===== config.mk =====
export PLATFORM = sky130hd
export DESIGN_NAME = apb_req_arbiter
export DESIGN_NICKNAME = d
export VERILOG_FILES = /design/src/rtl/apb_arb_pkg.sv /design/src/rtl/apb_rr_pick.sv /design/src/rtl/apb_req_arbiter.sv
export SDC_FILE = /design/constraint.sdc
export NUM_CORES = 1
export LEC_CHECK = 0
export BUFFER_PORTS_ARGS = -buffer_cell sky130_fd_sc_hd__buf_2
export CORE_AREA = 2 2 134 136
export CTS_BUF_LIST = sky130_fd_sc_hd__clkbuf_2
export CTS_CLUSTER_DIAMETER = 60
export DETAILED_ROUTE_END_ITERATION = 16
export DIE_AREA = 0 0 136 138
export GPL_TIMING_DRIVEN = 0
export PLACE_DENSITY = 0.7
export SYNTH_ARGS = -nofsm -noshare
export SYNTH_HDL_FRONTEND = slang
export SYNTH_HIERARCHICAL = 1
export SYNTH_SLANG_ARGS = --single-unit

===== constraint.sdc =====
create_clock -name hclk -period 7.9 [get_ports hclk]
set_input_delay 1.185 -clock hclk [delete_from_list [all_inputs] [get_ports hclk]]
set_output_delay 1.185 -clock hclk [all_outputs]
set_load 0.1 [all_outputs]

===== src/rtl/apb_arb_pkg.sv =====
// apb_arb_pkg: shared FSM encoding, slave address map, psel encodings and the
// address decoder used by apb_req_arbiter.
package apb_arb_pkg;

    typedef enum logic [1:0] {
        ST_IDLE   = 2'd0,
        ST_SETUP  = 2'd1,
        ST_ACCESS = 2'd2,
        ST_RESP   = 2'd3
    } state_e;

    localparam logic [31:0] SLV0_BASE  = 32'h8000_0000;
    localparam logic [31:0] SLV0_LIMIT = 32'h83FF_FFFF;
    localparam logic [31:0] SLV1_BASE  = 32'h8400_0000;
    localparam logic [31:0] SLV1_LIMIT = 32'h87FF_FFFF;
    localparam logic [31:0] SLV2_BASE  = 32'h8800_0000;
    localparam logic [31:0] SLV2_LIMIT = 32'h8BFF_FFFF;

    localparam logic [2:0] PSEL_NONE = 3'b000;
    localparam logic [2:0] PSEL_S0   = 3'b001;
    localparam logic [2:0] PSEL_S1   = 3'b010;
    localparam logic [2:0] PSEL_S2   = 3'b100;

    localparam int TIMEOUT_CYCLES_DEF = 16;

    // Address to one-hot slave select; PSEL_NONE flags a decode miss.
    function automatic logic [2:0] decode_psel(input logic [31:0] addr);
        logic [2:0] sel;
        if ((addr >= SLV0_BASE) && (addr <= SLV0_LIMIT)) begin
            sel = PSEL_S0;
        end else if ((addr >= SLV1_BASE) && (addr <= SLV1_LIMIT)) begin
            sel = PSEL_S1;
        end else if ((addr >= SLV2_BASE) && (addr <= SLV2_LIMIT)) begin
            sel = PSEL_S2;
        end else begin
            sel = PSEL_NONE;
        end
        return sel;
    endfunction

endpackage


===== src/rtl/apb_rr_pick.sv =====
// apb_rr_pick: combinational round-robin picker; searches upward from
// last_gnt+1 with wrap and returns the first requester found.
module apb_rr_pick #(
    parameter int NUM_REQ = 3,
    parameter int IDX_W   = $clog2(NUM_REQ)
) (
    input  logic [NUM_REQ-1:0] req,
    input  logic [IDX_W-1:0]   last_gnt,
    output logic [NUM_REQ-1:0] winner,
    output logic [IDX_W-1:0]   winner_idx
);

    logic [IDX_W-1:0] cand_idx_s;
    logic             hit_s;
    logic             found_s;

    // Walk every position exactly once, the previous owner coming last.
    always_comb begin
        winner     = {NUM_REQ{1'b0}};
        winner_idx = {IDX_W{1'b0}};
        found_s    = 1'b0;
        hit_s      = 1'b0;
        cand_idx_s = {IDX_W{1'b0}};
        for (int k = 1; k <= NUM_REQ; k++) begin
            cand_idx_s         = IDX_W'((int'(last_gnt) + k) % NUM_REQ);
            hit_s              = ~found_s & req[cand_idx_s];
            winner[cand_idx_s] = hit_s;
            winner_idx         = hit_s ? cand_idx_s : winner_idx;
            found_s            = found_s | hit_s;
        end
    end

endmodule


===== src/rtl/apb_req_arbiter.sv =====
// apb_req_arbiter: shares one APB master port between NUM_REQ requesters.
// Build macro APB_TIMEOUT_EN adds an ACCESS wait-state timeout (TIMEOUT_CYCLES).
module apb_req_arbiter
    import apb_arb_pkg::*;
#(
    parameter int NUM_REQ        = 3,
    parameter int TIMEOUT_CYCLES = TIMEOUT_CYCLES_DEF
) (
    input  logic                  hclk,
    input  logic                  hresetn,
    input  logic [NUM_REQ-1:0]    req,
    input  logic [NUM_REQ-1:0]    req_write,
    input  logic [NUM_REQ*32-1:0] req_addr,
    input  logic [NUM_REQ*32-1:0] req_wdata,
    output logic [NUM_REQ-1:0]    gnt,
    output logic [NUM_REQ-1:0]    done,
    output logic [31:0]           rsp_rdata,
    output logic                  rsp_err,
    output logic [2:0]            psel,
    output logic                  penable,
    output logic                  pwrite,
    output logic [31:0]           paddr,
    output logic [31:0]           pwdata,
    input  logic [31:0]           prdata,
    input  logic                  pready,
    input  logic                  pslverr
);

    localparam int IDX_W = $clog2(NUM_REQ);

    state_e               state_r,     state_s;
    logic [IDX_W-1:0]     last_gnt_r,  last_gnt_s;
    logic [NUM_REQ-1:0]   gnt_r,       gnt_s;
    logic [NUM_REQ-1:0]   done_r,      done_s;
    logic [31:0]          rsp_rdata_r, rsp_rdata_s;
    logic                 rsp_err_r,   rsp_err_s;
    logic [2:0]           psel_r,      psel_s;
    logic                 penable_r,   penable_s;
    logic                 pwrite_r,    pwrite_s;
    logic [31:0]          paddr_r,     paddr_s;
    logic [31:0]          pwdata_r,    pwdata_s;

    logic [NUM_REQ-1:0]   winner_s;
    logic [IDX_W-1:0]     winner_idx_s;
    logic [31:0]          sel_addr_s;
    logic [31:0]          sel_wdata_s;
    logic                 sel_write_s;
    logic [2:0]           dec_psel_s;

    apb_rr_pick #(
        .NUM_REQ (NUM_REQ),
        .IDX_W   (IDX_W)
    ) u_pick (
        .req        (req),
        .last_gnt   (last_gnt_r),
        .winner     (winner_s),
        .winner_idx (winner_idx_s)
    );

    // One-hot mux of the winning requester's transfer fields.
    always_comb begin
        sel_addr_s  = 32'h0;
        sel_wdata_s = 32'h0;
        sel_write_s = 1'b0;
        for (int i = 0; i < NUM_REQ; i++) begin
            sel_addr_s  = sel_addr_s  | (req_addr[32*i +: 32]  & {32{winner_s[i]}});
            sel_wdata_s = sel_wdata_s | (req_wdata[32*i +: 32] & {32{winner_s[i]}});
            sel_write_s = sel_write_s | (req_write[i] & winner_s[i]);
        end
        dec_psel_s = decode_psel(sel_addr_s);
    end

`ifdef APB_TIMEOUT_EN
    localparam int CNT_W = $clog2(TIMEOUT_CYCLES + 1);

    logic [CNT_W-1:0] tmo_cnt_r, tmo_cnt_s;
    logic             tmo_expire_s;

    // Counts consecutive not-ready ACCESS cycles; the last one expires the transfer.
    always_comb begin
        tmo_expire_s = (state_r == ST_ACCESS) && !pready &&
                       (tmo_cnt_r == CNT_W'(TIMEOUT_CYCLES - 1));
        if ((state_r == ST_ACCESS) && !pready && !tmo_expire_s) begin
            tmo_cnt_s = tmo_cnt_r + {{(CNT_W-1){1'b0}}, 1'b1};
        end else begin
            tmo_cnt_s = {CNT_W{1'b0}};
        end
    end

    // Timeout counter register.
    always_ff @(posedge hclk or negedge hresetn) begin
        if (!hresetn) begin
            tmo_cnt_r <= {CNT_W{1'b0}};
        end else begin
            tmo_cnt_r <= tmo_cnt_s;
        end
    end
`endif

    // Next-state and next-output logic; every output is taken from a register.
    always_comb begin
        state_s     = state_r;
        last_gnt_s  = last_gnt_r;
        gnt_s       = gnt_r;
        done_s      = done_r;
        rsp_rdata_s = rsp_rdata_r;
        rsp_err_s   = rsp_err_r;
        psel_s      = psel_r;
        penable_s   = penable_r;
        pwrite_s    = pwrite_r;
        paddr_s     = paddr_r;
        pwdata_s    = pwdata_r;
        case (state_r)
            ST_IDLE: begin
                if (|req) begin
                    paddr_s    = sel_addr_s;
                    pwdata_s   = sel_wdata_s;
                    pwrite_s   = sel_write_s;
                    gnt_s      = winner_s;
                    last_gnt_s = winner_idx_s;
                    penable_s  = 1'b0;
                    psel_s     = dec_psel_s;
                    if (dec_psel_s != PSEL_NONE) begin
                        state_s = ST_SETUP;
                    end else begin
                        // Decode miss: answer immediately without touching the bus.
                        rsp_err_s   = 1'b1;
                        rsp_rdata_s = 32'h0;
                        done_s      = winner_s;
                        state_s     = ST_RESP;
                    end
                end else begin
                    state_s = ST_IDLE;
                end
            end
            ST_SETUP: begin
                penable_s = 1'b1;
                state_s   = ST_ACCESS;
            end
            ST_ACCESS: begin
                if (pready) begin
                    psel_s      = PSEL_NONE;
                    penable_s   = 1'b0;
                    rsp_rdata_s = pwrite_r ? 32'h0 : prdata;
                    rsp_err_s   = pslverr;
                    done_s      = gnt_r;
                    state_s     = ST_RESP;
                end
`ifdef APB_TIMEOUT_EN
                else if (tmo_expire_s) begin
                    psel_s      = PSEL_NONE;
                    penable_s   = 1'b0;
                    rsp_rdata_s = 32'h0;
                    rsp_err_s   = 1'b1;
                    done_s      = gnt_r;
                    state_s     = ST_RESP;
                end
`endif
                else begin
                    state_s = ST_ACCESS;
                end
            end
            ST_RESP: begin
                gnt_s     = {NUM_REQ{1'b0}};
                done_s    = {NUM_REQ{1'b0}};
                rsp_err_s = 1'b0;
                state_s   = ST_IDLE;
            end
            default: begin
                gnt_s     = {NUM_REQ{1'b0}};
                done_s    = {NUM_REQ{1'b0}};
                rsp_err_s = 1'b0;
                psel_s    = PSEL_NONE;
                penable_s = 1'b0;
                state_s   = ST_IDLE;
            end
        endcase
    end

    // State and output registers; reset leaves requester 0 with top priority.
    always_ff @(posedge hclk or negedge hresetn) begin
        if (!hresetn) begin
            state_r     <= ST_IDLE;
            last_gnt_r  <= IDX_W'(NUM_REQ - 1);
            gnt_r       <= {NUM_REQ{1'b0}};
            done_r      <= {NUM_REQ{1'b0}};
            rsp_rdata_r <= 32'h0;
            rsp_err_r   <= 1'b0;
            psel_r      <= PSEL_NONE;
            penable_r   <= 1'b0;
            pwrite_r    <= 1'b0;
            paddr_r     <= 32'h0;
            pwdata_r    <= 32'h0;
        end else begin
            state_r     <= state_s;
            last_gnt_r  <= last_gnt_s;
            gnt_r       <= gnt_s;
            done_r      <= done_s;
            rsp_rdata_r <= rsp_rdata_s;
            rsp_err_r   <= rsp_err_s;
            psel_r      <= psel_s;
            penable_r   <= penable_s;
            pwrite_r    <= pwrite_s;
            paddr_r     <= paddr_s;
            pwdata_r    <= pwdata_s;
        end
    end

    assign gnt       = gnt_r;
    assign done      = done_r;
    assign rsp_rdata = rsp_rdata_r;
    assign rsp_err   = rsp_err_r;
    assign psel      = psel_r;
    assign penable   = penable_r;
    assign pwrite    = pwrite_r;
    assign paddr     = paddr_r;
    assign pwdata    = pwdata_r;

endmodule


# ---- After elaboration in Yosys (flattened, before gate mapping)
# Cells that the tools add are included.
dict set report classes {
  n_addsub 3
  div 3
  order_cmp 12
  eq_ne 6
  mux 45
  n_bitwise 21
  reduce_logical 19
}
# op n
set op_table {}
lappend op_table {{bitwise AND 32 bit} 6}
lappend op_table {{two-way mux 32 bit} 4}
lappend op_table {{OR 32 bit} 4}
lappend op_table {{>= comparator 32 bit, second input constant} 3}
lappend op_table {{<= comparator 32 bit, second input constant} 3}
lappend op_table {{remainder unit 32 x 3 -> 32 bit, second input constant} 3}
lappend op_table {{one-hot mux 32 bit (2 select lines)} 1}
lappend op_table {{two-way mux 3 bit} 9}
lappend op_table {{two-way mux 1 bit} 12}
lappend op_table {{one-hot mux 3 bit (2 select lines)} 2}
lappend op_table {{two-way mux 2 bit} 5}
lappend op_table {{less-than comparator 2 x 3 -> 1 bit, second input constant} 3}
lappend op_table {{one-hot mux 3 bit (3 select lines)} 1}
lappend op_table {{nonzero test 3 bit} 3}
lappend op_table {{one-hot mux 2 bit (4 select lines)} 1}
lappend op_table {{AND reduction 4 bit} 2}
lappend op_table {{adder 2 x 2 -> 3 bit, second input constant} 2}
lappend op_table {{binary-select mux 1 bit (select 2 bit)} 3}
lappend op_table {{bitwise mux 3 bit} 2}
lappend op_table {{demux 1 bit (select 2 bit)} 3}
lappend op_table {{>= comparator 2 x 1 -> 1 bit, second input constant} 3}
lappend op_table {{logical AND 1 bit} 6}
lappend op_table {{!= test 2 bit, second input constant} 3}
lappend op_table {{one-hot mux 1 bit (3 select lines)} 2}
lappend op_table {{12 further kinds} 23}
dict set report word_totals {
  regBits 112
  in_bits 234
}

# ---- Depth between registers and ports, before layout
dict set report logic_depth {
  word_depth 22
  depth_mapped 13
}

# ---- Modules after synthesis
# The synthesis kept the hierarchy.
# module instances cells_each area_each_um2 seq_area_each_um2
set modules_own_cells {}
lappend modules_own_cells {apb_req_arbiter 1 448 5034.8 2803.9}
lappend modules_own_cells {apb_rr_pick 1 41 267.8 0.0}

# ---- Least setup slack after synthesis
# OpenSTA, ideal clock, no wires.
dict set report synth_path {
  kind {input-to-reg}
  from {in req[2]}
  to {reg rsp_rdata_r[2], in the netlist rsp_rdata[2]}
  setup_ps 67
  arrival_time_ps 3458
  required_time_ps 7833
  setup_slack_ps 4375
  stages 10
  path_cell_list {mux2i_2 -> o21ai_2 -> or4_4 -> o21ai_1 -> buf_2 -> a222oi_1 -> and4b_4 -> a2111oi_4 -> buf_6 -> a22o_2}
}
dict set report synth_via {
  elab_chain_len 19
  word_cells_on_any_way 36
  cone_classes {6 x order compare; 2 x eq/ne; 11 x mux; 11 x bitwise; 6 x reduce/logical}
}
# element line
set synth_lines {}
lappend synth_lines {{start, declared} apb_req_arbiter.sv:11} ;# input logic [NUM_REQ-1:0] req,
lappend synth_lines {{binary-select mux 1 bit (select 2 bit)} apb_rr_pick.sv:26} ;# hit_s = ~found_s & req[cand_idx_s];
lappend synth_lines {{two-way mux 1 bit (implied by the code)} apb_rr_pick.sv:26}
lappend synth_lines {{inverter 1 bit} apb_rr_pick.sv:26}
lappend synth_lines {{bitwise AND 1 bit} apb_rr_pick.sv:26}
lappend synth_lines {{OR 1 bit} apb_rr_pick.sv:29} ;# found_s = found_s | hit_s;
lappend synth_lines {{inverter 1 bit} apb_rr_pick.sv:26}
lappend synth_lines {{bitwise AND 1 bit} apb_rr_pick.sv:26}
lappend synth_lines {{bitwise mux 3 bit *} apb_rr_pick.sv:27} ;# winner[cand_idx_s] = hit_s;
lappend synth_lines {{named net winner_s[1]} apb_req_arbiter.sv:43} ;# logic [NUM_REQ-1:0] winner_s;
lappend synth_lines {{(+3 left out)} n/a}
lappend synth_lines {{>= comparator 32 bit / <= comparator 32 bit (equally long branches)} apb_arb_pkg.sv:33} ;# end else if ((addr >= SLV2_BASE) && (addr <= SLV2_LIMIT)) begin
lappend synth_lines {{logical AND 1 bit} apb_arb_pkg.sv:33}
lappend synth_lines {{two-way mux 3 bit} apb_arb_pkg.sv:33}
lappend synth_lines {{two-way mux 3 bit} apb_arb_pkg.sv:31} ;# end else if ((addr >= SLV1_BASE) && (addr <= SLV1_LIMIT)) begin
lappend synth_lines {{two-way mux 3 bit *} apb_arb_pkg.sv:29} ;# if ((addr >= SLV0_BASE) && (addr <= SLV0_LIMIT)) begin
lappend synth_lines {{nonzero test 3 bit *} apb_req_arbiter.sv:123} ;# if (dec_psel_s != PSEL_NONE) begin
lappend synth_lines {{!= test 2 bit (no source line) *} n/a}
lappend synth_lines {{AND reduction 4 bit (no source line) *} n/a}
lappend synth_lines {{end signal, assigned} apb_req_arbiter.sv:199} ;# rsp_rdata_r <= rsp_rdata_s;
lappend synth_lines {{end, declared} apb_req_arbiter.sv:35} ;# logic [31:0] rsp_rdata_r, rsp_rdata_s;
# The timed path passes the listed nets; every way through them passes the cells marked *. The select of a mux whose other input is x is not followed.
# A chain may end at the register's enable or synchronous reset.

# ---- Worst setup path in the final report
dict set report layout_path {
  from {reg last_gnt_r[1]}
  to {reg rsp_rdata_r[7], in the netlist rsp_rdata[7]}
}
dict set report layout_via {
  elab_chain_len 21
  word_cells_on_any_way 55
  cone_classes {3 x add/sub; 3 x div; 12 x order compare; 1 x eq/ne; 17 x mux; 11 x bitwise; 8 x reduce/logical}
}
# element line
set layout_lines {}
lappend layout_lines {{start, declared} apb_req_arbiter.sv:32} ;# logic [IDX_W-1:0] last_gnt_r, last_gnt_s;
lappend layout_lines {{start signal, assigned} apb_req_arbiter.sv:184} ;# last_gnt_r <= IDX_W'(NUM_REQ - 1);
lappend layout_lines {{start signal, assigned} apb_req_arbiter.sv:196} ;# last_gnt_r <= last_gnt_s;
lappend layout_lines {{parallel branches: the longest is 9 deep, another holds remainder unit 32 x 3 -> 32 bit} n/a}
lappend layout_lines {{bitwise mux 3 bit *} apb_rr_pick.sv:27}
lappend layout_lines {{named net winner_s[1]} apb_req_arbiter.sv:43}
lappend layout_lines {{bitwise AND 32 bit *} apb_req_arbiter.sv:66} ;# sel_addr_s = sel_addr_s | (req_addr[32*i +: 32] & {32{winner_s[i]}});
lappend layout_lines {{OR 32 bit * (2 in series)} apb_req_arbiter.sv:66}
lappend layout_lines {{>= comparator 32 bit / <= comparator 32 bit (equally long branches)} apb_arb_pkg.sv:33}
lappend layout_lines {{logical AND 1 bit} apb_arb_pkg.sv:33}
lappend layout_lines {{two-way mux 3 bit} apb_arb_pkg.sv:33}
lappend layout_lines {{two-way mux 3 bit} apb_arb_pkg.sv:31}
lappend layout_lines {{two-way mux 3 bit *} apb_arb_pkg.sv:29}
lappend layout_lines {{nonzero test 3 bit *} apb_req_arbiter.sv:123}
lappend layout_lines {{!= test 2 bit (no source line) *} n/a}
lappend layout_lines {{AND reduction 4 bit (no source line) *} n/a}
# Mark *: on every way through the listed nets, which the timed path passes. The select of a mux whose other input is x is not followed.

==> run summary <==
GR Util met2: 0.3727
routed len/inst: 19.10 um
Clk pin slew, worst setup/hold paths: 310 ps
antenna violations before repair: 2
final hold vios: 0
Tmin final: 3970 ps
RSZ-0062 raised after global routing: false
skew final: 36.39 ps
clk buf depth: 2
Yosys cell types: 46
Max Cap Viol: 0
Yosys warnings: 6
Top FF cell, synth: dfrtp_1
required time worst endpoint: 8460 ps
RR Startpoint: last_gnt_r[1]$_DFFE_PN1P_
f_max: 251.9 MHz
asr flop ratio synth: 1.000
met3 Usage GRT: 0.04584
Worst-Skew Late Latency: 620 ps
Port-buffer cells: 341
die height: 138 um
Total Nets Final: 1085
Total Routing Usage GR: 0.2111
Num CTS Buffers: 9
Post-synth EDFFs: 0
most frequent cells in the layout: 347 x buf_2, 111 x dfrtp_1, 72 x a21oi_1
Die Width: 136 um
Clock Sinks: 112
layout cell share with drive strength beyond 1: 0.4959
GRT Residual Overflow: 0
CP Launch Point: last_gnt_r[1]$_DFFE_PN1P_
HPWL Detailed: 15.75 mm
Die ar.: 18770 um2
DRT Wirelength: 20.59 mm
Final Util: 0.4234
ANT nets after route: 0
syn_area_per_cell: 10.84 um2
worst relative slew slack: 0.3702
first-pass GRT wire length: 30.44 mm
final slew viol count: 0
H-tree depth: 3
clk root buf: clkbuf_2
commonest non-fill, non-tap cell in the layout: buf_2
WHS: 401.8 ps
number of remaining DRC errors: 0
slack of the worst reg-to-reg path: 3930 ps
Tightest Pin Transition: 944.7 ps
area grow syn2layout: 40.02%
Setup Viol. Count Final: 0
flops & latches, synth: 112
register area share after synthesis: 0.5288
Post-CTS Setup Repair Bufs: 0
vias post-DR: 5680
syn nets: 732
DRT Pass-1 Iters: 9
Core Area: 17530 um2
number of global-route vias before repair: 5567
Reg2Reg Depth: 12
gr busiest metal: met2
crit path to: rsp_rdata[7]$_DFFE_PN0P_
Arr. time, crit path: 4530 ps
post-synthesis instance area: 5303 um2
kind of critical path: reg2reg
GR Layer Usage met1: 0.2521
status: completed
CTS tree: yes
CP Capture Type: flip-flop
post-cts repair resize count: 0
Worst R2R End: rsp_rdata[7]$_DFFE_PN0P_
setup_tns: 0 ps
cts hold-fix bufs: 0
Final Cycle Share: 0.5025
Cells after Synth: 489
# rows: 49
CP startpoint kind: flip-flop
I/O pins: 342
Starting Density: 0.3024
Placer Congestion: 0.8427
vias per cell: 5.269
largest net degree at the start of global routing: 70
Critical Path Fanout Max: 10
drt initial violations: 612
Worst Hold Class: in2async
==> how the worst min path moves through the flow <==
stage | end | cells past startpoint | from
after CTS | rsp_rdata[17]$_DFFE_PN0P_ | 1 | hresetn
after global placement | psel[0]$_DFFE_PN0P_ | 1 | psel[0]$_DFFE_PN0P_
after detailed placement | rsp_rdata[29]$_DFFE_PN0P_ | 1 | rsp_rdata[29]$_DFFE_PN0P_
final | rsp_rdata[17]$_DFFE_PN0P_ | 1 | hresetn
after global routing | rsp_rdata[17]$_DFFE_PN0P_ | 1 | hresetn
after floorplan | last_gnt_r[0]$_DFFE_PN0P_ | 1 | last_gnt_r[0]$_DFFE_PN0P_
==> metal layers <==
metal  vias to the layer above  wire length (um)
met5                         -                 0
met4                         0               387
met3                        28              1723
met2                       321             10230
met1                      2721              8257
li1                       2610                 -
==> sequential cells by signal (all words and copies together) (netlist names) <==
signal	flops
gnt	3
psel	3
done	3
state_r	2
pwrite	1
rsp_rdata	32
rsp_err	1
penable	1
pwdata	32
last_gnt_r	2
paddr	32
==> cell families after synthesis <==
family                   after synthesis  share of synthesized area
AO/OA/AOI/OAI                        194                     0.2860
flip-flops                           112                     0.5288
AND/OR/NAND/NOR                      108                    0.09722
buffers and inverters                 57                    0.04766
multiplexers                           9                    0.01911
adder cells (fa/ha/maj)                9                    0.02124
==> worst max-delay path, stage by stage, from the launching register on <==
cell and delay [ps]:
dfstp_2 630, inv_1 60, ha_1 220, mux2i_2 330
o21ai_2 120, or4_4 490, o21ai_1 190, buf_2 410
a222oi_1 250, and4b_4 290, a2111oi_4 560, buf_6 220
a22o_1 150
==> layout make-up <==
class / count / area [um2]
clock inverters: 4 / 30.03
clock buffers: 12 / 60.06
inverters: 10 / 37.54
repair buffers: 342 / 1740
fillers: 1711 / 10110
flip-flops and latches: 112 / 2804
diodes: 2 / 5.005
multi-input cells: 320 / 2246
plain buffers: 47 / 215.2
well taps: 229 / 286.5
==> cells in the mapped netlist (2+ instances only) <==
library cell / count / area (um2)
a21oi_1: 72 / 360.4
a222oi_1: 65 / 650.6
a22o_1: 3 / 26.28
a22o_2: 29 / 290.3
a32o_1: 3 / 30.03
and2b_2: 3 / 26.28
buf_2: 7 / 35.03
buf_6: 4 / 45.04
clkbuf_1: 36 / 135.1
dfrtp_1: 111 / 2778
ha_1: 9 / 112.6
inv_1: 10 / 37.54
mux2_2: 6 / 67.56
mux2i_1: 2 / 20.02
nand2_1: 15 / 56.30
nand3_1: 2 / 10.01
nand3b_1: 2 / 15.01
nor2_1: 70 / 262.8
nor3_1: 2 / 10.01
nor3b_1: 2 / 15.01
o21a_1: 2 / 15.01
o21ai_0: 10 / 50.05
==> stage by stage <==
step | instance area (um2) | setup WS (ps) | std cells
final | 7425 | 3930 | 1078
after global routing | 7425 | 3721 | 1078
after CTS | 7420 | 3904 | 1076
after detailed placement | 7330 | 3448 | 1060
after global placement | 7296 | 3464 | 1059
after floorplan | 5303 | 4375 | 489
Power is left out: the tool's default activity adds up to more than one toggle a clock period on the data nets, which glitch-free logic cannot reach.
